## src/rtl/uart_arb_pkg.sv

```systemverilog
// Shared types and default sizing for the UART transmit arbiter.
package uart_arb_pkg;

    localparam int DEF_NUM_REQ      = 4;
    localparam int DEF_BUSY_TIMEOUT = 16;

    // Arbiter control states.
    typedef enum logic [1:0] {
        ST_IDLE      = 2'd0,
        ST_ISSUE     = 2'd1,
        ST_WAIT_BUSY = 2'd2,
        ST_WAIT_DONE = 2'd3
    } arb_state_e;

    // Width of a channel index; never narrower than one bit.
    function automatic int ptr_width(input int n);
        return (n > 1) ? $clog2(n) : 1;
    endfunction

endpackage

```

## src/rtl/uart_tx_arbiter_if.sv

```systemverilog
// Requester/transmitter signal bundle seen by the UART transmit arbiter.
interface uart_tx_arbiter_if
    import uart_arb_pkg::*;
#(
    parameter int NUM_REQ = DEF_NUM_REQ
);

    logic [NUM_REQ*8-1:0] in_req_data;
    logic [NUM_REQ-1:0]   in_req_valid;
    logic [NUM_REQ-1:0]   in_req_last;
    logic [NUM_REQ-1:0]   out_req_ready;
    logic [7:0]           out_w_data;
    logic                 out_valid;
    logic                 in_busy;
    logic [NUM_REQ-1:0]   out_grant;
    logic                 out_timeout_err;
    logic                 in_err_clear;

    // Arbiter side.
    modport master (
        input  in_req_data, in_req_valid, in_req_last, in_busy, in_err_clear,
        output out_req_ready, out_w_data, out_valid, out_grant, out_timeout_err
    );

    // Requester / transmitter side.
    modport slave (
        output in_req_data, in_req_valid, in_req_last, in_busy, in_err_clear,
        input  out_req_ready, out_w_data, out_valid, out_grant, out_timeout_err
    );

endinterface

```

## src/rtl/uart_tx_arbiter_rr_pick.sv

```systemverilog
// Round-robin picker: one-hot grant to the first requester at or after ptr.
module rr_pick #(
    parameter int N  = 4,
    parameter int PW = 2
) (
    input  logic [N-1:0]  req,
    input  logic [PW-1:0] ptr,
    output logic [N-1:0]  gnt,
    output logic          any
);

    localparam logic [N-1:0] ONE = N'(1);

    logic [N-1:0] req_rot;
    logic [N-1:0] gnt_rot;

    // Rotate so ptr sits at bit 0, keep the lowest set bit, rotate back.
    always_comb begin
        req_rot = (req >> ptr) | (req << (N - 32'(ptr)));
        gnt_rot = req_rot & (~req_rot + ONE);
        gnt     = (gnt_rot << ptr) | (gnt_rot >> (N - 32'(ptr)));
    end

    assign any = |req;

endmodule

```

## src/rtl/uart_tx_arbiter.sv

```systemverilog
// Packet-level round-robin arbiter feeding bytes from NUM_REQ requesters
// into a single UART transmitter, with a busy-handshake watchdog.
module uart_tx_arbiter
    import uart_arb_pkg::*;
#(
    parameter int NUM_REQ      = DEF_NUM_REQ,
    parameter int BUSY_TIMEOUT = DEF_BUSY_TIMEOUT
) (
    input  logic              clk,
    input  logic              rst,
    uart_tx_arbiter_if.master bus
);

    localparam int PW = ptr_width(NUM_REQ);
    localparam int CW = $clog2(BUSY_TIMEOUT + 1);

    localparam logic [PW-1:0] PTR_LAST = PW'(NUM_REQ - 1);
    localparam logic [PW-1:0] PTR_ONE  = PW'(1);
    localparam logic [CW-1:0] CNT_LAST = CW'(BUSY_TIMEOUT - 1);
    localparam logic [CW-1:0] CNT_MAX  = CW'(BUSY_TIMEOUT);
    localparam logic [CW-1:0] CNT_ONE  = CW'(1);

    arb_state_e         state;
    arb_state_e         state_next;
    logic [NUM_REQ-1:0] grant;
    logic [PW-1:0]      rr_ptr;
    logic [7:0]         w_data;
    logic               valid_q;
    logic               last_q;
    logic               timeout_err;
    logic [CW-1:0]      tmo_cnt;

    logic [NUM_REQ-1:0] pick_gnt;
    logic               pick_any;
    logic [7:0]         own_data;
    logic [PW-1:0]      own_idx;
    logic [PW-1:0]      ptr_after;
    logic               own_valid;
    logic               own_last;
    logic               can_issue;
    logic               xfer;
    logic               tmo_hit;
    logic               pkt_done;
    logic               grant_load;
    logic               release_grant;

    rr_pick #(
        .N  (NUM_REQ),
        .PW (PW)
    ) u_pick (
        .req (bus.in_req_valid),
        .ptr (rr_ptr),
        .gnt (pick_gnt),
        .any (pick_any)
    );

    // Select the owner's byte and its index from the one-hot grant.
    always_comb begin
        // NOTE: every always_comb output gets a default first, so no path
        // leaves it unassigned and no latch is inferred.
        own_data = '0;
        own_idx  = '0;
        for (int i = 0; i < NUM_REQ; i++) begin
            if (grant[i]) begin
                own_data = own_data | bus.in_req_data[8*i +: 8];
                own_idx  = own_idx | PW'(i);
            end
        end
    end

    assign own_valid = |(bus.in_req_valid & grant);
    assign own_last  = |(bus.in_req_last & grant);
    assign can_issue = (state == ST_ISSUE) && !bus.in_busy;
    assign xfer      = can_issue && own_valid;
    assign tmo_hit   = (state == ST_WAIT_BUSY) && !bus.in_busy && (tmo_cnt == CNT_LAST);
    assign pkt_done  = tmo_hit || ((state == ST_WAIT_DONE) && !bus.in_busy);
    assign ptr_after = (own_idx == PTR_LAST) ? '0 : own_idx + PTR_ONE;

    // Next-state and grant control; a watchdog expiry is treated as done.
    always_comb begin
        state_next    = state;
        grant_load    = 1'b0;
        release_grant = 1'b0;
        unique case (state)
            ST_IDLE: begin
                if (pick_any) begin
                    state_next = ST_ISSUE;
                    grant_load = 1'b1;
                end
            end
            ST_ISSUE: begin
                if (xfer) begin
                    state_next = ST_WAIT_BUSY;
                end
            end
            ST_WAIT_BUSY, ST_WAIT_DONE: begin
                if ((state == ST_WAIT_BUSY) && bus.in_busy) begin
                    state_next = ST_WAIT_DONE;
                end else if (pkt_done) begin
                    if (last_q) begin
                        state_next    = ST_IDLE;
                        release_grant = 1'b1;
                    end else begin
                        state_next = ST_ISSUE;
                    end
                end
            end
            default: state_next = ST_IDLE;
        endcase
    end

    // State register.
    always_ff @(posedge clk or posedge rst) begin
        // NOTE: sequential state uses non-blocking assignments so every
        // register samples pre-edge values regardless of block order.
        if (rst) begin
            state <= ST_IDLE;
        end else begin
            state <= state_next;
        end
    end

    // Grant is held for a whole packet; the pointer advances on release.
    always_ff @(posedge clk or posedge rst) begin
        if (rst) begin
            grant  <= '0;
            rr_ptr <= '0;
        end else if (grant_load) begin
            grant <= pick_gnt;
        end else if (release_grant) begin
            grant  <= '0;
            rr_ptr <= ptr_after;
        end
    end

    // Capture the accepted byte and raise the one-cycle transmit request.
    always_ff @(posedge clk or posedge rst) begin
        if (rst) begin
            valid_q <= 1'b0;
            w_data  <= '0;
            last_q  <= 1'b0;
        end else begin
            valid_q <= xfer;
            if (xfer) begin
                w_data <= own_data;
                last_q <= own_last;
            end
        end
    end

    // Watchdog counter: cleared on entry to WAIT_BUSY, saturating.
    always_ff @(posedge clk or posedge rst) begin
        if (rst) begin
            tmo_cnt <= '0;
        end else if (xfer) begin
            tmo_cnt <= '0;
        end else if ((state == ST_WAIT_BUSY) && !bus.in_busy && (tmo_cnt != CNT_MAX)) begin
            tmo_cnt <= tmo_cnt + CNT_ONE;
        end
    end

    // Sticky timeout flag; a new timeout beats a simultaneous clear.
    always_ff @(posedge clk or posedge rst) begin
        if (rst) begin
            timeout_err <= 1'b0;
        end else if (tmo_hit) begin
            timeout_err <= 1'b1;
        end else if (bus.in_err_clear) begin
            timeout_err <= 1'b0;
        end
    end

    assign bus.out_req_ready   = can_issue ? grant : '0;
    assign bus.out_w_data      = w_data;
    assign bus.out_valid       = valid_q;
    assign bus.out_grant       = grant;
    assign bus.out_timeout_err = timeout_err;

endmodule

```

## src/flat_wrapper.sv

```systemverilog
// flat-port wrapper written by rule: the top's interface ports become plain ports
module uart_tx_arbiter_flat import uart_arb_pkg::*;
#(
    parameter int NUM_REQ      = DEF_NUM_REQ,
    parameter int BUSY_TIMEOUT = DEF_BUSY_TIMEOUT
)
  (clk, rst, bus_in_req_data, bus_in_req_valid, bus_in_req_last, bus_in_busy, bus_in_err_clear, bus_out_req_ready, bus_out_w_data, bus_out_valid, bus_out_grant, bus_out_timeout_err);
  uart_tx_arbiter_if #(.NUM_REQ(NUM_REQ)) bus_i ();
  input  logic clk;
  input  logic rst;
  input wire logic [$bits(bus_i.in_req_data)-1:0] bus_in_req_data;
  input wire logic [$bits(bus_i.in_req_valid)-1:0] bus_in_req_valid;
  input wire logic [$bits(bus_i.in_req_last)-1:0] bus_in_req_last;
  input wire logic [$bits(bus_i.in_busy)-1:0] bus_in_busy;
  input wire logic [$bits(bus_i.in_err_clear)-1:0] bus_in_err_clear;
  output wire logic [$bits(bus_i.out_req_ready)-1:0] bus_out_req_ready;
  output wire logic [$bits(bus_i.out_w_data)-1:0] bus_out_w_data;
  output wire logic [$bits(bus_i.out_valid)-1:0] bus_out_valid;
  output wire logic [$bits(bus_i.out_grant)-1:0] bus_out_grant;
  output wire logic [$bits(bus_i.out_timeout_err)-1:0] bus_out_timeout_err;
  assign bus_i.in_req_data = bus_in_req_data;
  assign bus_i.in_req_valid = bus_in_req_valid;
  assign bus_i.in_req_last = bus_in_req_last;
  assign bus_i.in_busy = bus_in_busy;
  assign bus_i.in_err_clear = bus_in_err_clear;
  assign bus_out_req_ready = bus_i.out_req_ready;
  assign bus_out_w_data = bus_i.out_w_data;
  assign bus_out_valid = bus_i.out_valid;
  assign bus_out_grant = bus_i.out_grant;
  assign bus_out_timeout_err = bus_i.out_timeout_err;
  uart_tx_arbiter #(.NUM_REQ(NUM_REQ), .BUSY_TIMEOUT(BUSY_TIMEOUT)) u_core (.clk(clk), .rst(rst), .bus(bus_i));
endmodule
```

## config.mk

```make
export PLATFORM = sky130hd
export DESIGN_NAME = uart_tx_arbiter_flat
export DESIGN_NICKNAME = d
export VERILOG_FILES = /design/src/rtl/uart_arb_pkg.sv /design/src/rtl/uart_tx_arbiter_if.sv /design/src/rtl/uart_tx_arbiter_rr_pick.sv /design/src/rtl/uart_tx_arbiter.sv /design/src/flat_wrapper.sv
export SDC_FILE = /design/constraint.sdc
export NUM_CORES = 1
export LEC_CHECK = 0
export CAP_MARGIN = 10
export CORE_ASPECT_RATIO = 2
export CORE_MARGIN = 3
export CORE_UTILIZATION = 45
export CTS_CLUSTER_DIAMETER = 60
export DETAILED_ROUTE_END_ITERATION = 16
export PLACE_DENSITY = 0.76
export SYNTH_ARGS = -nofsm -noshare
export SYNTH_HDL_FRONTEND = slang
export SYNTH_SLANG_ARGS = --single-unit
```

## constraint.sdc

```tcl
create_clock -name clk -period 3.1 [get_ports clk]
set_clock_uncertainty 0.15 [all_clocks]
set_input_delay 0.62 -clock clk [delete_from_list [all_inputs] [get_ports clk]]
set_output_delay 0.62 -clock clk [all_outputs]
set_load 0.05 [all_outputs]
```

==> results.md, run 1 <==
Clocking:
- The number of clock sinks is 24.
- The depth of the CTS H-tree is 1.
- The cell chosen for the clock root is clkbuf_8.
- Gates resized during post-CTS repair numbered 0.
- Post-CTS timing repair inserted 0 buffers for setup.
- Hold repair after CTS inserted 0 buffers.
- TritonCTS built the clock tree.
- For the worst-skew pair, the clock arrives at the later sink with an insertion delay of 270 ps.
- The maximum buffer depth of the clock tree is 2.
- The clock transition at the registers of the reported paths is 80 ps.
- The number of clock buffers inserted by TritonCTS is 3.

Floorplanning:
- The placeable core area is 3680 um2.
- In this run the count of I/O pins placed on the die edge is 62.
- The die covers 4760 um2.
- The initial utilization of the core area, before any placement, comes to 47.9%.
- The height of the die is 94.6 um.
- The die width is 50.3 um.
- The placement row count is 31.

Synthesis:
- The synthesized design contains 0 enable-type register cells.
- The mean area per synthesized cell is 8.49 um2.
- Of all cell types, the one taking the most synthesized area is dfrtp_1.
- The netlist uses just over 50 different library cells.
- The net count after synthesis is ~260.
- The post-synthesis instance area is 1770 um2.
- Summing the sequential cell areas from Yosys gives between 30% and 40% of the chip area.
- By area the synthesized netlist is led by dfrtp_1 (34%), a22oi_1 (8.5%), nor2_1 (4.3%), a31oi_1 (3.5%), ha_1 (3.5%).
- Synthesis handed over a netlist of 208 instances.
- The post-synthesis register bit count is 24.
- The main flop type after synthesis is dfrtp_1.
- The top cell type by area accounts for 34.0% of the synthesized area.
- The Yosys warning count is 0.
- In the synthesized netlist the async set-or-reset flop fraction comes to 100%.

Final layout:
- The most common library cell in the layout ignoring fill and taps is clkdlybuf4s50_1.
- The net count of the finished layout is 324.
- The fraction of final layout cells with drive strength greater than 1 is 13.5%.
- The number of antenna diodes in the final layout is 0.
- The synthesis-to-finish area growth is 46.6%.
- The core utilization of the finished layout is 70.2%.
- The library cells used most frequently in the layout, excluding fill and tap cells, are clkdlybuf4s50_1 (57), dfrtp_1 (24), a22oi_1 (20), nor2_1 (20), buf_4 (17).
- The number of fillers in the final layout is 320.

Pwr:
- In this run the power density over the cells is 928 nW/um2.
- The maximum vdd drop is 0.000553 V.
- The cell leakage power is between 0.001 and 0.0015 uW.

GRT:
- The initial antenna violation count is 0.
- The number of global-route vias before repair was 2014.
- In the global route stage, overall resource usage came out at 26.6%.
- The first global-routing pass estimated 9550 um of wire.
- Entering global routing, the biggest net connects 25 pins.
- Global routing finished with a remaining overflow of 0.

Placed design:
- The total of buffers placed on input and output ports is 61.
- The wire-length estimate of the detail-placed layout is 4660 um.
- The final weighted congestion in routability-driven placement is 0.939.

Route:
- Using the TritonRoute via totals, the vias-per-cell ratio works out to 6.01.
- Wires add up to 5900 um.
- The detailed router finished its first iteration with 54 violations.
- The routed layout has 1941 vias.
- The detailed-route DRC error count is 0.
- After detailed routing, the average wire length per cell comes to about 18 um.
- The first detailed-routing pass took 4 iterations.
- The post-route antenna net violation count is 0.

Min path:
- The path type of the worst min-delay path is flop to flop.
- The worst hold path terminates at u_core.bus.out_w_data[6].
- The number of cells traversed by the worst hold path is 2.
- The startpoint of the most critical hold path is u_core.bus.out_w_data[6].

Timing:
- The transition time at the pin with the least slew margin is 694 ps.
- The sum of negative setup slack is 0 ps.
- The final-report max-slew violation count is 0.
- The hold violation total from the final report is 0.
- Setup violations remaining at the end of the flow were counted as 0.
- Headroom to the max-slew limit came out at 53.6%.
- Setup repair after global routing left no endpoint under its margin.
- The shortest clock period the worst path allows after layout is 2900 ps.
- For this run, the top clock speed supported by timing is about 0.35 GHz.
- The ratio of final minimum period to clock period is 93.5%.

Worst setup path:
- The worst reg-to-reg path cell count is 8.
- The slowest stage of the critical path is the nor3b_1 cell.
- The kind of start point of the critical path is an input port.
- In this run the critical register-to-register path is captured at u_core.bus.out_grant[3].
- STA puts the critical path data required time at 2330 ps.
- Together, buffers and inverters on the worst path number 2.
- Along the worst path, the maximum fanout reaches 5.
- The most critical setup path has its startpoint at bus_in_busy.
- The arrival time reported for the critical path endpoint is 2130 ps.
- The signal on the critical path passes through clkdlybuf4s50_1 -> nor3b_1 -> and2_1 -> buf_12.
- The stage delay of the slowest cell on the critical path is 610 ps.
- The largest delay contributor family on the critical path is simple AND/OR/NAND/NOR gates.
- The capturing element type of the critical path is an output pin.
- The startpoint identified for the worst register-to-register timing path is u_core.rr_ptr[0].
- The worst reg-to-reg setup slack is 610 ps.
- The critical path is of the input port to output pin type.

Job:
- Max-cap violations in this run came to 0.

Outcome:
- The run finished with clean final reports.
==> cell usage after synthesis, types with 4 or more instances <==
library cell	n
ha_1	5
a21oi_1	4
and2_1	7
nand2_1	14
mux2i_1	4
dfrtp_1	24
inv_1	8
o31ai_1	5
clkbuf_1	13
a31oi_1	10
nand4_1	4
o21ai_0	8
nand3_1	6
a22oi_1	20
nor2_1	20
nand2b_1	7
==> per-layer routing <==
metal,vias to the layer above,share of wire [%],track usage (%)
met1,911,34,26.5
li1,906,-,-
met5,-,0,0
met3,37,3.7,1.58
met2,87,55,49.1
met4,0,7.1,21.3
==> registers in the layout, indices dropped and copies added (netlist names) <==
name	flops
u_core.bus.out_timeout_err	1
u_core.tmo_cnt	5
u_core.state	2
u_core.rr_ptr	2
u_core.bus.out_w_data	8
u_core.bus.out_grant	4
u_core.last_q	1
u_core.bus.out_valid	1
==> final cells by class <==
cell class / instances / area (um2) / area share, %
well taps: 49 / 61.3 / 2.37
clock buffers: 4 / 55.1 / 2.13
flip-flops and latches: 24 / 601 / 23.2
multi-input cells: 159 / 1060 / 40.9
inverters: 9 / 33.8 / 1.31
repair buffers: 78 / 778 / 30.1
==> worst reg2reg max path: stages (launching register included) <==
cell	delay [ps]
dfrtp_1	360
clkinv_1	110
buf_4	190
ha_1	260
or3b_2	500
a221o_1	350
nor4_2	210
nand3_1	140
o2111ai_1	140
==> metrics by stage <==
step	total power [uW]	instance area, um2	hold slack (ps)	std cells	setup WS (ps)
final	2400	2590	405	323	202
after global routing	2560	2590	435	323	144
after CTS	2400	2590	405	323	228
after detailed placement	2180	2530	392	319	251
after global placement	2170	2530	377	319	271
after floorplan	1590	1770	370	208	365
==> worst max-delay path by stage <==
| stage | end | slack [ps] | cells past startpoint |
|---|---|---|---|
| detailed placement | bus_out_req_ready[1] | 250 | 4 |
| global placement | bus_out_req_ready[1] | 270 | 4 |
| finish | bus_out_req_ready[1] | 200 | 4 |
| CTS | bus_out_req_ready[1] | 230 | 4 |
| floorplan | u_core.bus.out_grant[2] | 370 | 9 |
| global route | bus_out_req_ready[2] | 140 | 4 |
==> power breakdown <==
part / switching [uW] / total [uW] / internal (uW)
Sequential: 85.9 / 523 / 437
Clock: 104 / 218 / 114
Combinational: 1000 / 1660 / 657
==> cells by family (layout without fill, tap and decap cells) <==
family          after synthesis  count (layout)  share of synthesized area (%)
compound gates               67              67                           27.2
xor+xnor                      4               4                           1.98
fa+ha+maj                     5               5                           3.54
buf+inv                      25              91                           6.24
flops                        24              24                           34.0
mux                           5               5                           2.91
simple gates                 78              78                           24.1
No activity file was read; power rests on OpenSTA's default activity.
==> run 2: changes to the inputs <==
Settings changed: SLEW_MARGIN set to 20.
==> results of run 2 <==
The final DEF is identical to that of run 1; final timing and power are the same.
==> run 3: changes to the inputs <==
Settings changed: CORE_UTILIZATION 45 to 49, PLACE_DENSITY 0.76 to 0.82.
Clock period 3.1 ns to 3.46 ns, I/O delays scaled along.
==> run 3 against run 2 <==
Clock power up 13%. Critical endpoint unchanged. Sequential cell count unchanged. Cell area shrank 1.5%. Die area is 7.4% lower. Largest power group unchanged. Power down 8.2%. Core utilization rose by 4.4 points. Worst hold slack worse by 3.8 ps. Cell count decreased by 2.5%. Setup slack improved by 350 ps. Critical path depth unchanged. Highest routed layer unchanged.
==> results.md, run 3 (same netlist as run 1, synthesis figures left out) <==
Placed design:
- The post-DP HPWL is 4730 um (+1.5%).
- The instance count after placement with tap cells included is 311 (-2.5%).
- The total placed instance area is 2480 um2 (-2.1%).
- The total of buffers placed on input and output ports came to 61 (unchanged).
- The final weighted congestion in routability-driven placement is 1.01 (+7.1%).

Floorplanning:
- The placement row count is 30 (-3.2%).
- The die area is 4400 um2 (-7.4%).
- The die width came to 48.4 um (-3.7%).
- The height of the die is 90.9 um (-3.9%).
- The placeable core area is 3420 um2 (-7.3%).
- The initial core utilization came to 51.7% (+3.8 points).
- The top-level I/O count came to 62 (unchanged).

Timing:
- In the finished design, the share of the clock period the worst path needs comes to between 80% and 90%.
- The shortest clock period the worst path allows after layout is ~2900 ps.
- The relative max-transition margin is 36.8% (-17 points).
- The worst hold margin was 402 ps (-3.78 ps).
- The transition time at the pin with the least slew margin came to 947 ps (+253 ps).
- The sum of negative setup slack is 0 ps (unchanged).
- The count of endpoints failing setup in the final report is 0 (unchanged).
- Derived from the worst setup path, the maximum achievable clock frequency is 0.344 GHz.
- The final-report max-slew violation count came to 0 (unchanged).
- The hold violation total from the final report came to 0 (unchanged).
- Setup repair after global routing left no endpoint under its margin.

Route:
- The routed wire length came to 6240 um (+5.8%).
- The via count is 1909 (-1.6%).
- The count of TritonRoute iterations in the first routing pass was 4 (unchanged).
- The iteration-0 DRC count of the detailed router is 47 (-13%).
- The post-route antenna net violation count is 0 (unchanged).
- The mean number of vias per cell was 6.06 (+0.85%).
- The routed wirelength normalized by instance count was 19.8 um (+8.5%).
- The detailed-route DRC error count came to 0 (unchanged).

Final layout:
- The finished layout cell area is 2550 um2 (-1.5%).
- The register area is 601 um2 (unchanged).
- The number of standard cells in the layout, taps in and fillers out is 315 (-2.5%).
- The number of flip-flops in the largest register is 8 (unchanged).
- The combined area of the multi-input logic cells was 1060 um2 (unchanged).
- The most common library cell in the layout ignoring fill and taps is clkdlybuf4s50_1.
- The count of inserted antenna diode cells came to 0 (unchanged).
- The final layout net count is 317 (-2.2%).
- The synthesis-to-finish area growth is 44.4%.
- The number of fillers in the final layout is 288 (-10%).
- The fraction of final layout cells with drive strength greater than 1 is 11.2% (-2.3 points).
- In the layout the commonest cells are clkdlybuf4s50_1 (57), dfrtp_1 (24), a22oi_1 (20), nor2_1 (20), nand2_1 (14).

GRT:
- The global routing stage identified its most utilized layer as met2.
- The global-route track usage on met2 is 57.8% (+8.7 points).
- The global-route track usage on met1 was 25.8% (-0.67 points).
- The remaining global-route overflow is 0 (unchanged).
- The initial antenna violation count was 0 (unchanged).
- The number of global-route vias before repair was 2038 (+1.2%).
- The pin count of the biggest net entering global routing was 27 (+8.0%).
- The met3 capacity usage during global routing is 4.46% (+2.9 points).
- The first-pass GRT wire length is 9940 um (+4.1%).
- The overall global routing resource usage was 29.2% (+2.6 points).

Clocking:
- The number of clock sinks is 24 (unchanged).
- The clock transition at the registers of the reported paths is 80 ps (about the same).
- TritonCTS built the clock tree.
- The number of clock buffers inserted by TritonCTS is 3 (unchanged).
- The total of cells resized after clock tree synthesis came to 0 (unchanged).
- The cell chosen for the clock root is clkbuf_8.
- The total of hold buffers inserted after clock tree synthesis is 0 (unchanged).
- The depth of the CTS H-tree is 1 (unchanged).
- The maximum buffer depth of the clock tree is 2 (unchanged).
- The number of buffers inserted to repair setup after CTS is 0 (unchanged).
- The insertion delay to the later sink of the worst-skew pair came to 270 ps (about the same).

Pwr:
- The power density over the cells is 864 nW/um2 (-6.8%).
- The maximum vdd drop is 0.000754 V (+36%).
- The cell leakage power is 0.00102 uW (-2.6%).

Worst setup path:
- The kind of start point of the critical path is an input port.
- The kind of cell with the highest combined delay along the critical path is simple AND/OR/NAND/NOR gates.
- The worst endpoint required time is 2620 ps (+290 ps).
- STA classifies the critical path endpoint as an output pin.
- The arrival time reported for the critical path endpoint is 2070 ps (-60 ps).
- The signal on the critical path passes through clkdlybuf4s50_1 -> nor3b_1 -> and2_1 -> buf_12.
- The startpoint-to-endpoint class of the critical path is input port to output pin.
- The critical-path cell with the highest stage delay is clkdlybuf4s50_1.
- The worst path buffer plus inverter count came to 2 (unchanged).
- The critical-path maximum fanout was 5 (unchanged).
- The stage delay of the slowest cell on the critical path was 490 ps (-120 ps).

Job:
- The number of max-cap violations is 0 (unchanged).

Min path:
- The path type of the worst min-delay path is flop to flop.

Outcome:
- The run finished with clean final reports.
## run 3: cell count changes in the layout (fill, tap and decap cells not counted)
cell / delta
clkbuf_8: -1
bufinv_16: +1
buf_4: -7
## run 3: area by class of cell
class | instances | share of cell area (%)
Clock buffer | 3 | 1.62
Timing Repair Buffer | 71 | 28.5
Tap cell | 48 | 2.36
Inverter | 9 | 1.32
Sequential cell | 24 | 23.6
Clock inverter | 1 | 1.18
Multi-Input combinational cell | 159 | 41.5
## run 3: path summary, 6_finish.rpt
check                                               from                        to  slack, ps  cells after the start
worst max-delay path                         bus_in_busy      bus_out_req_ready[1]        550                      4
worst min-delay path            u_core.bus.out_w_data[0]  u_core.bus.out_w_data[0]        400                      2
worst max register to register          u_core.rr_ptr[0]   u_core.bus.out_grant[3]        820                      8
worst min register to register  u_core.bus.out_w_data[0]  u_core.bus.out_w_data[0]        400                      2
max in group asynchronous                            rst   u_core.bus.out_grant[3]       1800                      2
min in group asynchronous                            rst  u_core.bus.out_w_data[7]        780                      2
## run 3: where the power goes
part	leakage (uW)	internal (uW)	switching [uW]	total (uW)
Sequential	0.000296	391	106	497
Combinational	0.000684	568	892	1460
Clock	0.0000357	155	92.5	247
Total	0.00102	1110	1090	2200
## run 3: routing by layer
metal | share of wire, % | up-vias
met5 | 0 | -
met4 | 5.0 | 0
met1 | 32 | 923
met3 | 4.5 | 23
li1 | - | 891
met2 | 58 | 72
## run 3: per-stage QoR
| stage | total power [uW] | setup slack [ps] | utilization [%] |
|---|---|---|---|
| after floorplan | 1430 | 725 | - |
| after global placement | 1930 | 507 | 72.6 |
| after detailed placement | 1940 | 468 | 72.6 |
| after CTS | 2200 | 576 | 74.7 |
| after global routing | 2350 | 451 | 74.7 |
| final | 2200 | 549 | 74.7 |
## run 3: worst min-delay path, stage by stage (launching register included)
cell and delay [ps]:
dfrtp_1 380, nor2_1 100, a31oi_1 40
